===== src/rtl/pipeline_pkg.sv =====
// rtl/pipeline_pkg.sv - shared encodings and defaults for the pipeline sequencing controller
package pipeline_pkg;

    typedef enum logic [1:0] {
        RUN    = 2'b00,
        DRAIN  = 2'b01,
        HALTED = 2'b10
    } pipe_state_t;

    localparam int RNBITS_DEF       = 5;
    localparam int DRAIN_CYCLES_DEF = 4;
    localparam int SCNT_BITS_DEF    = 16;

endpackage


===== src/rtl/detector_load_use.sv =====
// rtl/detector_load_use.sv - combinational load-use hazard compare between EX load and ID sources
module detector_load_use
    import pipeline_pkg::*;
#(
    parameter int RNBITS = RNBITS_DEF
) (
    input  logic              i_EX_MemRead,
    input  logic [RNBITS-1:0] i_EX_Rt,
    input  logic [RNBITS-1:0] i_ID_Rs,
    input  logic [RNBITS-1:0] i_ID_Rt,
    input  logic              i_ID_UsesRt,
    output logic              o_Load_Use
);

    // A load to $0 never produces a value worth waiting for.
    assign o_Load_Use = i_EX_MemRead && (i_EX_Rt != '0) &&
                        ((i_EX_Rt == i_ID_Rs) || (i_ID_UsesRt && (i_EX_Rt == i_ID_Rt)));

endmodule


===== src/rtl/control_riesgos_pipeline.sv =====
// rtl/control_riesgos_pipeline.sv - hazard, flush, HALT drain and step gating for the 5-stage core
module control_riesgos_pipeline
    import pipeline_pkg::*;
#(
    parameter int RNBITS       = RNBITS_DEF,
    parameter int DRAIN_CYCLES = DRAIN_CYCLES_DEF,
    parameter int SCNT_BITS    = SCNT_BITS_DEF
) (
    input  logic                 i_clk,
    input  logic                 i_reset,
    input  logic                 i_Step_Mode,
    input  logic                 i_Step,
    input  logic [RNBITS-1:0]    i_ID_Rs,
    input  logic [RNBITS-1:0]    i_ID_Rt,
    input  logic                 i_ID_UsesRt,
    input  logic                 i_ID_Halt,
    input  logic                 i_EX_MemRead,
    input  logic [RNBITS-1:0]    i_EX_Rt,
    input  logic                 i_MEM_BranchTaken,
    input  logic                 i_EX_JumpTaken,
    output logic                 o_Pipe_Enable,
    output logic                 o_PC_Write,
    output logic                 o_IF_ID_Write,
    output logic                 o_IF_ID_Flush,
    output logic                 o_ID_EX_Flush,
    output logic                 o_EX_MEM_Flush,
    output logic                 o_Halted,
    output logic [SCNT_BITS-1:0] o_Stall_Count
);

    localparam int DCW = (DRAIN_CYCLES > 1) ? $clog2(DRAIN_CYCLES) : 1;
    localparam logic [DCW-1:0] DRAIN_LAST = DCW'(DRAIN_CYCLES - 1);

    pipe_state_t          state_q, state_d;
    logic [DCW-1:0]       drain_q, drain_d;
    logic [SCNT_BITS-1:0] scnt_q, scnt_d;
    logic                 en;
    logic                 lu;

    detector_load_use #(.RNBITS(RNBITS)) u_detector (
        .i_EX_MemRead (i_EX_MemRead),
        .i_EX_Rt      (i_EX_Rt),
        .i_ID_Rs      (i_ID_Rs),
        .i_ID_Rt      (i_ID_Rt),
        .i_ID_UsesRt  (i_ID_UsesRt),
        .o_Load_Use   (lu)
    );

    assign en = !i_Step_Mode || i_Step;

    always_ff @(posedge i_clk) begin
        if (!i_reset) begin
            state_q <= RUN;
            drain_q <= '0;
            scnt_q  <= '0;
        end else begin
            state_q <= state_d;
            drain_q <= drain_d;
            scnt_q  <= scnt_d;
        end
    end

    always_comb begin
        state_d        = state_q;
        drain_d        = drain_q;
        scnt_d         = scnt_q;
        o_Pipe_Enable  = 1'b0;
        o_PC_Write     = 1'b0;
        o_IF_ID_Write  = 1'b0;
        o_IF_ID_Flush  = 1'b0;
        o_ID_EX_Flush  = 1'b0;
        o_EX_MEM_Flush = 1'b0;
        o_Halted       = 1'b0;

        if (!i_reset) begin
            o_IF_ID_Flush  = 1'b1;
            o_ID_EX_Flush  = 1'b1;
            o_EX_MEM_Flush = 1'b1;
        end else begin
            case (state_q)
                RUN: begin
                    o_Pipe_Enable = en;
                    if (en) begin
                        // IF/ID write stays high on flushes so the register actually loads the zero.
                        if (i_MEM_BranchTaken) begin
                            o_PC_Write     = 1'b1;
                            o_IF_ID_Write  = 1'b1;
                            o_IF_ID_Flush  = 1'b1;
                            o_ID_EX_Flush  = 1'b1;
                            o_EX_MEM_Flush = 1'b1;
                        end else if (i_EX_JumpTaken) begin
                            o_PC_Write    = 1'b1;
                            o_IF_ID_Write = 1'b1;
                            o_IF_ID_Flush = 1'b1;
                            o_ID_EX_Flush = 1'b1;
                        end else if (lu) begin
                            o_ID_EX_Flush = 1'b1;
                            if (scnt_q != '1) begin
                                scnt_d = scnt_q + 1'b1;
                            end
                        end else if (i_ID_Halt) begin
                            o_IF_ID_Write = 1'b1;
                            o_IF_ID_Flush = 1'b1;
                            state_d       = DRAIN;
                            drain_d       = DRAIN_LAST;
                        end else begin
                            o_PC_Write    = 1'b1;
                            o_IF_ID_Write = 1'b1;
                        end
                    end
                end
                DRAIN: begin
                    o_Pipe_Enable = en;
                    if (en) begin
                        o_IF_ID_Write = 1'b1;
                        o_IF_ID_Flush = 1'b1;
                        if (drain_q == '0) begin
                            state_d = HALTED;
                        end else begin
                            drain_d = drain_q - 1'b1;
                        end
                    end
                end
                HALTED: begin
                    o_Halted = 1'b1;
                end
                default: begin
                    state_d = RUN;
                end
            endcase
        end
    end

    assign o_Stall_Count = scnt_q;

endmodule


===== config.mk =====
export PLATFORM = sky130hd
export DESIGN_NAME = control_riesgos_pipeline
export DESIGN_NICKNAME = d
export VERILOG_FILES = /design/src/rtl/pipeline_pkg.sv /design/src/rtl/detector_load_use.sv /design/src/rtl/control_riesgos_pipeline.sv
export SDC_FILE = /design/constraint.sdc
export NUM_CORES = 1
export LEC_CHECK = 0
export CAP_MARGIN = 15
export CORE_UTILIZATION = 40
export DETAILED_ROUTE_END_ITERATION = 16
export PLACE_DENSITY_LB_ADDON = 0.25
export SETUP_SLACK_MARGIN = 0.1
export SYNTH_ARGS = -nofsm -noshare
export SYNTH_HDL_FRONTEND = slang
export SYNTH_SLANG_ARGS = --single-unit

===== constraint.sdc =====
create_clock -name i_clk -period 1.7 [get_ports i_clk]
set_input_delay 0.255 -clock i_clk [delete_from_list [all_inputs] [get_ports i_clk]]
set_output_delay 0.255 -clock i_clk [all_outputs]
set_load 0.02 [all_outputs]

; Word-level counts from Yosys, hierarchy flattened
; Index checks and enable logic that the tools add are counted.
[totals]
register_bits = 20
in_bits = 24
out_inout_bits = 23
wordCells = 86
[classes]
n_reduce_logical = 14
n_addsub = 2
muxes = 51
n_bitwise = 3
n_eq_ne = 13
[op_table]
columns = op, n
row1 = $mux W1, 33
row2 = $mux W2, 14
row3 = $add A16 B1 Y16 const B, 1
row4 = $ne A16 B16 Y1 const B, 1
row5 = $ne A2 B2 Y1 const B, 8
row6 = $reduce_and A8 Y1, 2
row7 = $eq A5 B5 Y1, 2
row8 = $pmux W2 S3, 1
row9 = $reduce_and A6 Y1, 1
row10 = $reduce_bool A5 Y1, 1
row11 = $logic_not A2 Y1, 2
row12 = $pmux W1 S2, 2
row13 = $pmux W2 S2, 1
row14 = $logic_and A1 B1 Y1, 3
row15 = $not A1 Y1, 3
row16 = $eq A2 B1 Y1 const B, 1
row17 = $eq A2 B2 Y1 const B, 1
row18 = $logic_or A1 B1 Y1, 2
row19 = $reduce_bool A2 Y1, 1
row20 = $reduce_or A2 Y1, 1
row21 = $sub A2 B1 Y2 const B, 1
row22 = $logic_not A1 Y1, 1

; Logic depth before layout (Yosys ltp)
; Gate-level depths: netlist of the first run.
[depth]
depth_word = 10
ltp_mapped = 8

; By module
; A second synthesis of the first run with hierarchy kept.
[unflattened]
hier_cells = 153
hier_area_um2 = 1301.2
[modules_own_cells]
columns = module, n_inst, cells_each, seq_area_each_um2, area_per_inst_um2
row1 = control_riesgos_pipeline, 1, 136, 400.4, 1168.6
row2 = detector_load_use, 1, 17, 0.0, 132.6

; Worst setup path before layout of the first run
; OpenSTA, ideal clock, no wires.
[synth_path]
path_type = input port to output port
from = input i_EX_Rt[0]
to = output o_PC_Write
path_buffers = 0
arrival_ns = 1.737
slack_ns = -0.292
required_ns = 1.445
path_stages = 4
cell_sequence = or4_1 > o21a_1 > a21o_1 > a211oi_1
[synth_via]
elab_chain_len = 10
word_cells_on_any_way = 13
[synth_lines]
columns = item, line_no
row1 = from (decl), control_riesgos_pipeline.sv:18  ; input logic [RNBITS-1:0] i_EX_Rt,
row2 = $eq A5 B5 Y1, detector_load_use.sv:17  ; ((i_EX_Rt == i_ID_Rs) || (i_ID_UsesRt && (i_EX_Rt == i_ID_Rt)));
row3 = $logic_and A1 B1 Y1, detector_load_use.sv:17
row4 = $logic_or A1 B1 Y1, detector_load_use.sv:17
row5 = $logic_and A1 B1 Y1 *, detector_load_use.sv:16  ; assign o_Load_Use = i_EX_MemRead && (i_EX_Rt != '0) &&
row6 = $mux W1 *, control_riesgos_pipeline.sv:96  ; end else if (lu) begin
row7 = $mux W1 *, control_riesgos_pipeline.sv:91  ; end else if (i_EX_JumpTaken) begin
row8 = $mux W1 *, control_riesgos_pipeline.sv:85  ; if (i_MEM_BranchTaken) begin
row9 = $mux W1 *, control_riesgos_pipeline.sv:83  ; if (en) begin
row10 = $mux W1 *, control_riesgos_pipeline.sv:80  ; case (state_q)
row11 = $mux W1 *, control_riesgos_pipeline.sv:75  ; if (!i_reset) begin
row12 = to (decl), control_riesgos_pipeline.sv:22  ; output logic o_PC_Write,
; Every way passes the cells marked *; elsewhere a longest branch is shown, timed or not.

; Worst setup path in the final report of the first run
[layout_path]
from = register scnt_q[1], in the netlist o_Stall_Count[1]
to = register scnt_q[5], in the netlist o_Stall_Count[5]
[layout_via]
elab_chain_len = 2
word_cells_on_any_way = 3
[layout_lines]
columns = item, line_no
row1 = from (decl), control_riesgos_pipeline.sv:36  ; logic [SCNT_BITS-1:0] scnt_q, scnt_d;
row2 = from (signal assigned), control_riesgos_pipeline.sv:59  ; scnt_q <= scnt_d;
row3 = "parallel branches: the longest is 2 deep, another holds $add A16 B1 Y16", -
; Parallel ways; which one is timed is not known.
; A chain may end at the register's enable or synchronous reset.

==> results of run 1 <==
## worst register-to-register path, stage by stage, from the launching register on
cell,delay [ns]
dfxtp_4,0.37
ha_4,0.16
and3_4,0.18
nand4_1,0.23
o211ai_4,0.15
buf_12,0.17
or4_1,0.47
a21oi_1,0.13
## layer usage
layer,vias up,part of all wire (%)
li1,807,-
met1,794,39
met2,52,55
met3,8,4.3
met4,0,1.7
met5,-,0
## logic make-up (layout without fill, tap and decap cells)
kind of cell | Yosys count | count (layout)
compound gates | 38 | 38
xor+xnor | 10 | 10
fa+ha+maj | 2 | 2
buf+inv | 13 | 106
flops | 20 | 20
mux | 8 | 8
simple gates | 77 | 77
## layout by cell type (no fill, tap or decap), types with 3 or more instances in the layout
cell type,Yosys,routed
o31ai_2,0,3
nand3_2,0,3
nand4_1,4,4
dfxtp_1,20,12
nand3_1,11,8
or4_4,0,5
mux2i_1,8,8
nor2_1,7,6
dfxtp_2,0,6
clkdlybuf4s15_1,0,7
buf_4,0,38
xnor2_2,0,7
dlymetal6s2s_1,0,3
clkbuf_4,0,3
a21oi_2,0,4
nand2b_1,10,10
and3_1,4,3
inv_1,6,6
nand2_1,20,18
xnor2_1,10,3
clkdlybuf4s50_1,0,4
nor3_4,0,3
dlygate4sd2_1,0,19
buf_2,1,4
a21oi_1,11,7
buf_6,2,18
## path summary, 6_finish.rpt
path                      end  slack [ns]  cells past startpoint
min reg2reg        drain_q[1]        0.47                      2
min                state_q[0]        0.44                      3
max reg2reg  o_Stall_Count[5]       -0.22                      7
max          o_Stall_Count[5]       -0.22                      7
## layout make-up
class / instances / area, µm²
inverters: 6 / 22.52
fillers: 194 / 551.8
flip-flops and latches: 20 / 415.4
clock buffers: 3 / 22.52
repair buffers: 96 / 864.6
clock inverters: 1 / 3.754
multi-input cells: 135 / 1167
well taps: 44 / 55.05
## metrics by stage
step	instance area (µm²)	total power [W]	instances	worst slack [ns]
after global placement	2141	0.0007517	288	-0.9665
after detailed placement	2141	0.0007645	288	-1.021
final	2551	0.001059	305	-0.2219
after global routing	2551	0.001102	305	-0.2524
after CTS	2444	0.001043	303	-0.2326
after floorplan	1379	0.0006148	168	-0.04728
## state kept, by name (all words and copies together), names as in the netlist
| register | flops |
|---|---|
| o_Stall_Count | 16 |
| drain_q | 2 |
| state_q | 2 |
## repair_timing
action                                  4_1_cts  5_1_grt
setup buffers                                11        3
hold endpoints to repair                      0        0
resized for setup                           136       28
endpoints found under the setup margin       38       25
pin swaps                                    36       13
## where the power goes
part | switching, W | internal [W]
clock network | 0.000152 | 0.0000861
registers | 0.00000528 | 0.000471
logic | 0.000167 | 0.000178
==> qor.yml, run 1 <==
critical_path:
  slowest_delay_ns: 0.47
  cp_num_buf_inv: 1
  path_delay_family: "simple AND/OR/NAND/NOR gates"
  rr_startpoint: "o_Stall_Count[1]"
  cp.required_ns: 1.96
  critPathLaunch: "o_Stall_Count[1]"
  critPathSlowestCell: "or4_1"
  crit_chain: "ha_4 > and3_4 > nand4_1 > o211ai_4 > buf_12 > or4_1 > a21oi_1"
  startpoint_type: "flop"
  cp.arrival_ns: 2.19
  path_class: "reg -> reg"
  worst_setup_path_end_kind: "flop"
  critical_path_peak_fanout: 9
floorplan:
  die_area_mm2: 0.003569
  coreArea_mm2: 0.003103
  ioPinCount: 47
  die_x_um: 59.75
  core.rowCount: 20
  dieHeight_um: 59.75
  start_util_pct: 42.98
detailed_routing:
  wire_per_inst_um: 16.28
  drt_first_pass_iters: 4
  drtIter0Drc: 120
  vias: 1661
  drc: 0
  drt-vias-per-instance: 5.446
  wl_mm: 4.965
  drtAntennaViolNets: 0
timing:
  rsz0062_at_grt: "true"
  fmax_ghz: 0.5203
  worst_slack_ns: -0.2219
  fin_skew_ns: 0.02076
  relSlewSlack_pct: 75.87
  setup_viol: 20
  finalHoldViolations: 0
  fin_crit_ns: 1.922
  tns_ns: -2.596
  worst_pin_slew_ns: 0.3589
  fin_hold_ws_ns: 0.4360
  final_max_slew_viol_count: 0
  period_share_pct: 113.1
synth:
  muxShareOfSynthArea_pct: 6.004
  synth_top_family_by_area: "simple AND/OR/NAND/NOR gates"
  avgSynthCellArea_um2: 7.939
  ys_top_cells_by_area: "dfxtp_1 30%, xnor2_1 6.6%, mux2i_1 6.0%, nand2_1 5.6%, nand2b_1 4.7%"
  synth_cell_types: 39
  synth_top_area_share_pct: 30.02
  yosysSeqAreaShare_pct: 30.02
  synth-compound-area-share_pct: 18.95
  synth_edf_count: 0
  synth-xor-area-share_pct: 6.567
  synth_fa_ha_area_share_pct: 1.876
  synth_commonest_cells: "20 x dfxtp_1, 20 x nand2_1, 11 x a21oi_1, 11 x nand3_1"
  ys_warn_count: 0
  async_flop_share_pct: 0
  postSynthCellCount: 168
  synthSimpleGateAreaFrac_pct: 31.71
  ys_ff_latch: 20
  synth.cell_area_mm2: 0.001334
  synth.net_count: 194
  synth_ff_type: "dfxtp_1"
  yosysTopAreaCell: "dfxtp_1"
cells_and_area:
  utilization_pct: 82.22
  drive_gt1_share_pct: 46.36
  nNetsFinal: 288
  area_growth_pct: 91.28
  diodes: 0
grt:
  use_met3_pct: 5.411
  use_met2_pct: 51.43
  grt_pass1_wl_mm: 7.369
  grt_use_total_pct: 28.11
  grt_max_degree: 22
  busiest_layer: "met2"
  grt-ovfl-total: 0
  grt_pass1_vias: 1626
  antenna_found_initial: 0
  use_met1_pct: 32.01
clocking:
  worstSkewPairLatency_ns: 0.32
  cts_max_level: 1
  cts_tree: "yes"
  path_clk_slew_ns: 0.12
  cts.sinks: 20
  cts_buffers: 3
  hold_buffers: 0
  clk_path_buf_depth: 2
  cts_root_buffer: "clkbuf_4"
pwr:
  p_per_area_mw_per_mm2: 415.0
  power_leakage_nw: 1.156
  ir_drop_mv: 0.4580
min_path:
  hp-start: "i_reset"
  min_path_type: "in -> reg"
status:
  outcome: "finished with violations"
  violations: "negative setup slack"
placement:
  routabilityCongestion: 0.8283
  hpwl_mm: 3.123
  io_buffers: 46
flow_run:
  maxCapViolations: 0
Power figures use the tool's default switching activity.
==> inputs of run 2 (changes only) <==
CORE_MARGIN = 1.5   (was default)
==> run 2 against run 1 <==
The run still ends with negative setup slack left. Register-to-register slack better by 0.03 ns. First-iteration DRC count shrank 3.3%. Sequential power barely moved. Wire length shrank 3.0%. Core utilization decreased by 1.0 points. Total power rose by 14%. Sequential share of layout area up 0.20 points. Die area increased by 3.4%. Non-clock buffer count unchanged. Count of clock-buffer cells in the layout is the same. Critical endpoint is now o_ID_EX_Flush. Largest cell class unchanged.
==> qor.yml, run 2 (synthesized netlist as in run 1, its figures left out) <==
detailed_routing:
  drt-vias-per-instance: 5.377  # -1.3%
  wire_per_inst_um: 15.80  # -3.0%
  drtAntennaViolNets: 0  # unchanged
  wl_mm: 4.818  # -3.0%
  vias: 1640  # -1.3%
  drtIter0Drc: 116  # -3.3%
  drt_first_pass_iters: 4  # unchanged
  drc: 0  # unchanged
cells_and_area:
  nNetsFinal: 288  # unchanged
  diodes: 0  # unchanged
  layout_common_cells: "39 x buf_4, 26 x dlygate4sd2_1, 19 x nand2_1"
  final_common_cell: "buf_4"
  largest_register_ffs: 16  # unchanged
  area_growth_pct: 88.93
  stdcell_count: 305  # unchanged
  drive_gt1_share_pct: 43.30  # -3.1 points
  multi_input_area_mm2: 0.001110  # -4.9%
  nFillCells: 192  # -1.0%
  seq_area_um2: 415.4  # unchanged
critical_path:
  cp_num_buf_inv: 4  # +3
  cp.arrival_ns: 1.65  # -0.54 ns
  critPathSlowestCell: "or4_4"
  reg2reg_setup_slack_ns: -0.19  # +0.03 ns
  path_delay_family: "simple AND/OR/NAND/NOR gates"
  slowest_delay_ns: 0.54  # +0.07 ns
  path_class: "in -> out"
  cp.required_ns: 1.44  # -0.52 ns
  startpoint_type: "input pin"
  critical_path_peak_fanout: 4  # -5
  worst_setup_path_end_kind: "output pin"
  cp_common_cell: "buf_6"
  crit_chain: "buf_6 > or4_4 > buf_6 > o21ai_2 > buf_6 > o21ai_2 > a21o_1 > buf_6"
grt:
  grt-ovfl-total: 0  # unchanged
  antenna_found_initial: 0  # unchanged
  grt_pass1_vias: 1541  # -5.2%
  grt_pass1_wl_mm: 6.996  # -5.1%
  grt_use_total_pct: 25.25  # -2.9 points
  grt_max_degree: 22  # unchanged
clocking:
  cts_root_buffer: "clkbuf_4"
  worstSkewPairLatency_ns: 0.32  # about the same
  cts_tree: "yes"
  cts_buffers: 3  # unchanged
  path_clk_slew_ns: 0.10  # -0.02 ns
  cts_max_level: 1  # unchanged
  cts.sinks: 20  # unchanged
  clk_path_buf_depth: 2  # unchanged
  hold_buffers: 0  # unchanged
floorplan:
  dieHeight_um: 60.75  # +1.7%
  die_x_um: 60.75  # +1.7%
  coreArea_mm2: 0.003103  # unchanged
  die_area_mm2: 0.003690  # +3.4%
  core.rowCount: 20  # unchanged
  ioPinCount: 47  # unchanged
  start_util_pct: 42.98  # unchanged
timing:
  rsz0062_at_grt: "true"
  fin_crit_ns: 1.903  # -0.01941 ns
  worst_slack_ns: -0.2025  # +0.01941 ns
  worst_pin_slew_ns: 0.4034  # +0.04453 ns
  fin_skew_ns: 0.02354  # +0.002781 ns
  fin_hold_ws_ns: 0.4768  # +0.04078 ns
  tns_ns: -1.684  # +0.9121 ns
  final_max_slew_viol_count: 0  # unchanged
  period_share_pct: 111.9  # -1.1 points
  relSlewSlack_pct: 72.88  # -3.0 points
  setup_viol: 17  # -15%
  finalHoldViolations: 0  # unchanged
  fmax_ghz: 0.5256  # +1.0%
min_path:
  min_path_type: "reg -> reg"
flow_run:
  maxCapViolations: 0  # unchanged
pwr:
  sequentialPowerShare_pct: 39.5  # -5.5 points
  ir_drop_mv: 0.6394  # +40%
  internal-power_w: 0.0008817  # +20%
  swShare_pct: 27.03  # -3.6 points
  p_per_area_mw_per_mm2: 479.5  # +16%
  power_leakage_nw: 1.153  # -0.24%
  clockPowerShare_pct: 32.8  # +10 points
  power_switching_w: 0.0003266  # +0.81%
  power_w: 0.001208  # +14%
  p_comb_share_pct: 27.7  # -4.8 points
placement:
  routabilityCongestion: 0.8272  # -0.13%
  hpwl_mm: 3.174  # +1.7%
  io_buffers: 46  # unchanged
  dp.cells: 289  # +0.35%
status:
  violations: "negative setup slack"
  outcome: "finished with violations"
==> run 2: cell types whose count changed in the layout (fill, tap and decap cells not counted), moves of 3 or more <==
| cell | delta |
|---|---|
| o31ai_1 | +3 |
| xnor2_2 | -3 |
| dlygate4sd2_1 | +7 |
| o31ai_2 | -3 |
| xnor2_1 | +3 |
| clkdlybuf4s15_1 | -5 |
==> run 2: cell type report <==
cell class,count,area share (%)
timing repair buffer,96,34.31
sequential,20,16.48
clock buffer,3,0.8937
tap,44,2.185
clock inverter,1,1.192
multi-input combinational,135,44.04
inverter,6,0.8937
==> run 2: worst register-to-register path, cell delays in order (launching register included) <==
cell	delay (ns)
dfxtp_4	0.38
ha_4	0.16
and3_4	0.17
nand4_1	0.14
o211ai_2	0.18
buf_12	0.18
or4_4	0.47
a21oi_2	0.15
==> run 2: path summary, 6_finish.rpt <==
| path | startpoint | endpoint | cells past startpoint |
|---|---|---|---|
| min | drain_q[1] | drain_q[1] | 2 |
| max | i_EX_Rt[3] | o_ID_EX_Flush | 8 |
| max reg2reg | o_Stall_Count[0] | o_Stall_Count[5] | 7 |
| min reg2reg | drain_q[1] | drain_q[1] | 2 |
==> run 2: power groups by stage <==
| stage | registers (W) | clock network [W] | logic [W] |
|---|---|---|---|
| after CTS | 0.000476 | 0.000405 | 0.000296 |
| after global routing | 0.000477 | 0.000415 | 0.000357 |
| after detailed placement | 0.000487 | 0 | 0.000277 |
| after global placement | 0.000486 | 0 | 0.000266 |
| after floorplan | 0.000487 | 0 | 0.000128 |
| final | 0.000477 | 0.000397 | 0.000335 |
==> run 2: per-stage QoR <==
| step | area [µm²] | util [%] | setup WS (ns) |
|---|---|---|---|
| 6_report | 2520 | 81.21 | -0.2025 |
| 2_1_floorplan | 1379 | - | -0.04728 |
| 3_5_place_dp | 2148 | 69.23 | -0.9930 |
| 4_1_cts | 2349 | 75.69 | -0.2059 |
| 5_1_grt | 2520 | 81.21 | -0.2483 |
| 3_3_place_gp | 2148 | 69.23 | -0.9642 |
==> run 2: per-layer routing <==
metal  up-vias  track usage (%)  part of all wire (%)
li1        803                -                     -
met1       785            29.93                    42
met2        39            46.54                    53
met3        13            4.478                   3.3
met4         0            6.832                   2.4
met5         -                0                     0
==> run 2: repair_timing <==
item	4_1_cts	5_1_grt
endpoints found under the setup margin	40	24
gates cloned	0	1
resized for setup	120	31
pin swaps	31	17
setup buffers	6	6
==> inputs of run 3 (changes only) <==
SLEW_MARGIN = 10   (was default)
==> results of run 3 <==
Final layout, timing and power as in run 2 (identical DEF).
